===== src/rtl/mips_pkg.sv =====
// Shared widths and the control bundle carried from Decode through the
// EX/MEM pipeline register.
package mips_pkg;

    localparam int DATA_W = 16;
    localparam int REG_AW = 3;

    typedef struct packed {
        logic RegWrite;
        logic MemtoReg;
        logic MemRead;
        logic MemWrite;
        logic Branch;
    } ctrl_t;

endpackage


===== src/rtl/data_memory.sv =====
// Single-port data RAM: write on the rising edge, asynchronous read.
// Contents are deliberately not reset.
module data_memory #(
    parameter int DATA_W     = 16,
    parameter int DMEM_DEPTH = 256,
    parameter int AW         = $clog2(DMEM_DEPTH)
) (
    input  logic              clk,
    input  logic              we_i,
    input  logic [AW-1:0]     addr_i,
    input  logic [DATA_W-1:0] wdata_i,
    output logic [DATA_W-1:0] rdata_o
);

    logic [DATA_W-1:0] mem_q [DMEM_DEPTH];

    always_ff @(posedge clk) begin
        if (we_i) begin
            mem_q[addr_i] <= wdata_i;
        end
    end

    assign rdata_o = mem_q[addr_i];

endmodule


===== src/rtl/mem_writeback_stage.sv =====
// Back half of the 16-bit MIPS pipeline: EX/MEM register, data memory,
// MEM/WB register, write-back mux, branch resolution and retire counter.
module mem_writeback_stage #(
    parameter int DATA_W     = 16,
    parameter int REG_AW     = 3,
    parameter int DMEM_DEPTH = 256
) (
    input  logic              clk,
    input  logic              rst,
    input  logic              ex_valid,
    input  logic [DATA_W-1:0] ex_alu_result,
    input  logic              ex_zero,
    input  logic [DATA_W-1:0] ex_branch_target,
    input  logic [DATA_W-1:0] ex_store_data,
    input  logic [REG_AW-1:0] ex_write_register,
    input  logic              ex_RegWrite,
    input  logic              ex_MemtoReg,
    input  logic              ex_MemRead,
    input  logic              ex_MemWrite,
    input  logic              ex_Branch,
    output logic              PC_Src,
    output logic [DATA_W-1:0] branch_target,
    output logic              flush,
    output logic              In_RegWrite,
    output logic [REG_AW-1:0] write_register,
    output logic [DATA_W-1:0] write_Data,
    output logic [DATA_W-1:0] retire_count
);
    import mips_pkg::*;

    localparam int AW = $clog2(DMEM_DEPTH);

    ctrl_t ex_ctrl;

    // EX/MEM
    logic              mem_valid_q,  mem_valid_d;
    ctrl_t             mem_ctrl_q,   mem_ctrl_d;
    logic [DATA_W-1:0] mem_alu_q,    mem_alu_d;
    logic              mem_zero_q,   mem_zero_d;
    logic [DATA_W-1:0] mem_target_q, mem_target_d;
    logic [DATA_W-1:0] mem_store_q,  mem_store_d;
    logic [REG_AW-1:0] mem_wreg_q,   mem_wreg_d;

    // MEM/WB
    logic              wb_valid_q,     wb_valid_d;
    logic              wb_reg_write_q, wb_reg_write_d;
    logic              wb_mem_to_reg_q, wb_mem_to_reg_d;
    logic [REG_AW-1:0] wb_wreg_q,      wb_wreg_d;
    logic [DATA_W-1:0] wb_alu_q,       wb_alu_d;
    logic [DATA_W-1:0] wb_rdata_q,     wb_rdata_d;

    logic [DATA_W-1:0] retire_q, retire_d;

    logic              dmem_we;
    logic [DATA_W-1:0] dmem_rdata;

    assign ex_ctrl = '{RegWrite: ex_RegWrite, MemtoReg: ex_MemtoReg,
                       MemRead:  ex_MemRead,  MemWrite: ex_MemWrite,
                       Branch:   ex_Branch};

    assign PC_Src        = mem_valid_q & mem_ctrl_q.Branch & mem_zero_q;
    assign branch_target = mem_target_q;
    assign flush         = PC_Src;

    // Reset outranks a store sitting in EX/MEM on the reset edge.
    assign dmem_we = mem_valid_q & mem_ctrl_q.MemWrite & ~rst;

    data_memory #(
        .DATA_W    (DATA_W),
        .DMEM_DEPTH(DMEM_DEPTH),
        .AW        (AW)
    ) u_dmem (
        .clk    (clk),
        .we_i   (dmem_we),
        .addr_i (mem_alu_q[AW:1]),
        .wdata_i(mem_store_q),
        .rdata_o(dmem_rdata)
    );

    always_comb begin
        // The instruction behind a resolving taken branch is wrong-path.
        mem_valid_d     = ex_valid & ~PC_Src;
        mem_ctrl_d      = ex_ctrl;
        mem_alu_d       = ex_alu_result;
        mem_zero_d      = ex_zero;
        mem_target_d    = ex_branch_target;
        mem_store_d     = ex_store_data;
        mem_wreg_d      = ex_write_register;

        wb_valid_d      = mem_valid_q;
        wb_reg_write_d  = mem_ctrl_q.RegWrite;
        wb_mem_to_reg_d = mem_ctrl_q.MemtoReg;
        wb_wreg_d       = mem_wreg_q;
        wb_alu_d        = mem_alu_q;
        wb_rdata_d      = mem_ctrl_q.MemRead ? dmem_rdata : '0;

        retire_d        = retire_q + DATA_W'(wb_valid_q);
    end

    always_ff @(posedge clk) begin
        if (rst) begin
            mem_valid_q     <= 1'b0;
            mem_ctrl_q      <= '0;
            mem_alu_q       <= '0;
            mem_zero_q      <= 1'b0;
            mem_target_q    <= '0;
            mem_store_q     <= '0;
            mem_wreg_q      <= '0;
            wb_valid_q      <= 1'b0;
            wb_reg_write_q  <= 1'b0;
            wb_mem_to_reg_q <= 1'b0;
            wb_wreg_q       <= '0;
            wb_alu_q        <= '0;
            wb_rdata_q      <= '0;
            retire_q        <= '0;
        end else begin
            mem_valid_q     <= mem_valid_d;
            mem_ctrl_q      <= mem_ctrl_d;
            mem_alu_q       <= mem_alu_d;
            mem_zero_q      <= mem_zero_d;
            mem_target_q    <= mem_target_d;
            mem_store_q     <= mem_store_d;
            mem_wreg_q      <= mem_wreg_d;
            wb_valid_q      <= wb_valid_d;
            wb_reg_write_q  <= wb_reg_write_d;
            wb_mem_to_reg_q <= wb_mem_to_reg_d;
            wb_wreg_q       <= wb_wreg_d;
            wb_alu_q        <= wb_alu_d;
            wb_rdata_q      <= wb_rdata_d;
            retire_q        <= retire_d;
        end
    end

    assign write_Data     = wb_mem_to_reg_q ? wb_rdata_q : wb_alu_q;
    assign In_RegWrite    = wb_valid_q & wb_reg_write_q & (wb_wreg_q != '0);
    assign write_register = wb_wreg_q;
    assign retire_count   = retire_q;

endmodule

===== config.mk =====
export PLATFORM = sky130hd
export DESIGN_NAME = mem_writeback_stage
export DESIGN_NICKNAME = d
export VERILOG_FILES = /design/src/rtl/mips_pkg.sv /design/src/rtl/data_memory.sv /design/src/rtl/mem_writeback_stage.sv
export SDC_FILE = /design/constraint.sdc
export NUM_CORES = 2
export LEC_CHECK = 0
export CORE_ASPECT_RATIO = 1.2
export CORE_MARGIN = 10
export CORE_UTILIZATION = 35
export CTS_BUF_LIST = sky130_fd_sc_hd__clkbuf_4
export CTS_CLUSTER_DIAMETER = 200
export DETAILED_ROUTE_END_ITERATION = 10
export PLACE_DENSITY = 0.46
export SLEW_MARGIN = 20
export SYNTH_ARGS = -nofsm -noshare
export SYNTH_HDL_FRONTEND = slang
export SYNTH_SLANG_ARGS = --single-unit

===== constraint.sdc =====
create_clock -name clk -period 6.87 [get_ports clk]
set_input_delay 1.0305 -clock clk [delete_from_list [all_inputs] [get_ports clk]]
set_output_delay 1.0305 -clock clk [all_outputs]
set_load 0.01 [all_outputs]

Yosys cells after proc, flatten, opt, wreduce, memory -nomap -nowiden

Memory sizes are Yosys's and may differ from the RTL's. A register that Yosys moved wholly into a read port is not among the register bits.
Cells that the tools add are included.

Bits in writable memories: 4096
Word-level logic and storage cells: 34
Register bits: 96
Memories kept: 1
Bits of input ports: 60
Output and inout port bits: 54

Memories:

| memory       | words | bits a word | rd ports | clocked after memory_dff | write ports | RTL line          | RTL |
|---|---|---|---|---|---|---|---|
| u_dmem.mem_q | 256   | 16          | 1        | 1                        | 1           | data_memory.sv:15 | `logic [DATA_W-1:0] mem_q [DMEM_DEPTH];` |

Muxes and demuxes: 3
Bitwise logic cells: 10
Reductions and logical operators: 2
Add/subtract/negate cells: 1

Operators with widths:

| kind                                     | count |
|---|---|
| 16-bit by 1-bit adder with 16-bit output | 1 |
| 16-bit 2-to-1 mux                        | 1 |
| 1-bit AND                                | 7 |
| 1-bit NOT                                | 3 |
| 3-bit nonzero test                       | 1 |
| 1-bit 2-to-1 mux                         | 2 |
| 2-bit OR reduction                       | 1 |

Longest topological paths before layout

Word-level depth: 4
Gate-level depth with buffers: 12
Mapped depth without buffers: 8

Cells and area by module

A second synthesis with hierarchy kept.

Cell total of the unflattened synthesis: 7012
Area, all modules: 158554.6 um^2

By module, submodules not included:

| module              | instances | seq. area each (um^2) | area an instance (um^2) | cells an instance |
|---|---|---|---|---|
| data_memory         | 1         | 122998.0              | 155078.7                | 6711 |
| mem_writeback_stage | 1         | 2242.2                | 3475.8                  | 301 |

Least setup slack after synthesis

No wires, ideal clock.

Kind: flip-flop to flip-flop
Start: register mem_store_q[0]
End: memory u_dmem.mem_q[0][0], data pin
Slack: 2.636 ns
Stages on the path, launching flop included: 1
Setup time: 0.852 ns
Buffers on the path: 0
Clock period less this slack: 4.234 ns
Arrival: 3.382 ns
Required time: 6.018 ns
Path through: dfxtp_1

RTL lines:

| item                   | RTL line                   | RTL |
|---|---|---|
| from (decl)            | mem_writeback_stage.sv:41  | `logic [DATA_W-1:0] mem_store_q, mem_store_d;` |
| from (signal assigned) | mem_writeback_stage.sv:122 | `mem_store_q <= mem_store_d;` |
| to (decl)              | data_memory.sv:15          |  |

No word-level cell before the write port.

==> reports/summary.txt <==
Status: finished, final reports clean
Syn Inst Count: 7,435
Drt drc: 0
Clk sinks: 4,208
Int Power: 39.7 mW
Max Cap Viol: 0
Crit Path Class: reg -> reg
Register bit total from synthesis: 4,208
Layout cell share with drive strength beyond 1: 33.8%
Post-Route Skew: 0.111 ns
Reg2Reg Launch Point: mem_alu_q[1]
RR Endpoint: wb_rdata_q[13]
Worst EP required: 8.38 ns
Peak VDD IR: 0.167 mV
Nets: 8,701
Yosys cell types: 50
CTS max path bufs: 5
Synth async-reset ratio: 0%
Final Hold Viols: 0
R2R setup slack: 1.93 ns
Top cells by count, synth: edfxtp_1 (4,096), mux4_2 (958), nand2_1 (297)
Non-Filler Instances: 15,350
Switching Fraction: 22.2%
Initial antenna violation count: 23
PwrDens: 277 nW/um^2
Worst hold start: rst
Area delta synth->final: 14.8%
Buffer count from post-CTS setup fixing: 0
Slew HR: 11.1%
Reg2reg path depth: 7
Core area: 457,000 um^2
Flop pwr share: 55.5%
Clock H-tree levels: 7
Top Ports: 114
Synth area leaders: edfxtp_1 (77%), mux4_2 (13%), dfxtp_1 (1.4%)
Fin worst setup slack: 1.93 ns
Arr. time, crit path: 6.45 ns
CTS tree: done
Worst setup EP type: flop
Fin crit share: 71.9%
Clock share of power: 40.4%
RSZ-0062 raised after global routing: no
Final WL: 472,000 um
Least-Margin Pin Slew: 1.33 ns
Setup violators final: 0
CTS Buf Count: 1,129
Initial Util: 35.1%
Power Total: 51.0 mW
# hold bufs at CTS: 58
Post-synth top area share: 76.7%
DRT antenna net count: 0
Sw Pwr: 11.3 mW
Comb pwr share: 4.1%
Count leader, synth: edfxtp_1
Placed cells: 13,476
Core Rows: 272
Total Routing Usage GR: 19.2%
Largest net degree at the start of global routing: 171
Chip Height: 761 um
Post-CTS sizing: 0
Fmax: 202 MHz
Worst min path class: in -> reg
Number of buffers added on ports: 113
Slew Limit Fails: 0
Leakage: 63.4 nW
Grt total ovfl: 0
WHS Path Cells: 3
Setup TNS: 0 ns
Post-Place Worst Slack: 1.81 ns
DR iter-0 viols: 7,490
DR vias/cell: 5.29
Syn Area/Cell: 21.6 um^2
Sequential element share of the synthesized area: 78.1%
Number of synthesized flops with an enable pin: 4,096
Net Count, Synth: 7,497
Min Clock Period, post-route: 4.94 ns
Wire per inst: 30.7 um
Die ar.: 486,000 um^2
CTS clk-pin slew, worst paths: 0.07 ns
Crit Path Max Fanout: 50
Leading area contributor after synthesis: edfxtp_1
Die X: 638 um
Gpl congestion: 0.817
Root Buffer: clkbuf_4
First-pass GRT wire length: 658,000 um
Most used flip-flop cell after synthesis: edfxtp_1
Crit start category: flop
1st-pass router iterations: 5
Worst-skew pair later-pin latency: 1.73 ns
Synth warn: 0
DPL Wire Length: 278,000 um
Vias in the first global route: 86,254
Mapped cell area: 160,000 um^2
Vias: 81,245
Worst hold endpoint: wb_alu_q[13]
[how the worst max path moves through the flow]
stage | startpoint | to | depth (start not counted)
final | mem_alu_q[1] | wb_rdata_q[13] | 7
after global placement | rst | u_dmem.mem_q[232][3] | 6
after detailed placement | rst | u_dmem.mem_q[232][11] | 6
after CTS | mem_alu_q[1] | wb_rdata_q[13] | 7
after floorplan | mem_store_q[0] | u_dmem.mem_q[0][0] | 0
after global routing | wb_mem_to_reg_q | write_Data[5] | 2
[layout by cell type (no fill, tap or decap), types with 18 or more instances in the layout]
cell type,instances
dlygate4sd3_1,58
o21ai_0,54
nand3_1,62
nor2b_1,102
edfxtp_1,4096
a22oi_1,267
clkinv_2,24
clkinv_1,147
mux2_2,27
o211ai_1,46
clkdlybuf4s50_1,112
mux2i_1,219
buf_12,36
and3_1,53
nand2_1,293
nor3_2,27
a21o_1,18
a21oi_1,114
buf_4,310
diode_2,41
dfxtp_1,91
nand4_1,24
a32oi_1,33
clkbuf_4,1576
nor2_2,93
a211oi_1,31
mux4_2,958
nor2_1,191
dfxtp_4,21
[state kept, by name, indices dropped and copies added (netlist names), 16 cells and up]
signal and cells:
u_dmem.mem_q 4096, wb_alu_q 16, mem_store_q 16, mem_alu_q 16
wb_rdata_q 16, branch_target 16, retire_count 16
[area by class of cell]
cell class,count,area [um^2]
Sequential cell,4208,125000
Fill cell,40965,273000
Multi-Input combinational cell,2779,33500
Clock inverter,197,1010
Antenna cell,41,103
Inverter,3,13.8
Timing Repair Buffer,518,4800
Clock buffer,1576,11800
Tap cell,6028,7540
[critical path, stage by stage, from the launching register on]
cell and delay (ns):
dfxtp_4 0.96, buf_12 0.41, mux4_2 0.62, a22oi_1 0.44, o211ai_1 0.32, o21ai_0 1.05, and4_1 0.61, nand3_1 0.14
[through the flow]
step | hold WS (ns) | util (%) | area (um^2)
2_1_floorplan | 0.414 | - | 160000
4_1_cts | 0.00413 | 40.3 | 184000
6_report | 0.281 | 40.3 | 184000
3_5_place_dp | 0.424 | 37.3 | 170000
5_1_grt | 0.0666 | 40.3 | 184000
3_3_place_gp | 0.423 | 37.3 | 170000
[kinds of logic after synthesis]
logic type	Yosys count	share of synthesized area, %
AOI/OAI and AO/OA	646	2.81
muxes	1204	15.0
adders and majority gates	2	0.0156
xor gates and xnor gates	13	0.0710
DFF	4208	78.1
and+or+nand+nor	914	2.61
buffers and inverters	448	1.38
[power by group through the flow]
stage          logic (mW)  registers, mW  clock network, mW
4_1_cts              2.14           28.3               21.3
6_report             2.10           28.3               20.6
3_3_place_gp         2.08           28.8                  0
3_5_place_dp         2.11           28.8                  0
5_1_grt              2.22           28.3               22.7
2_1_floorplan        1.06           29.0                  0
[layer usage]
layer  vias to the layer above  routed length [um]  GRT usage (%)
li1                      34101                   -              -
met2                      2934              236000           31.8
met1                     43616              195000           24.8
met4                         0               12800           6.81
met3                       594               28000           4.57
met5                         -                   0              0
Power figures use the tool's default switching activity.
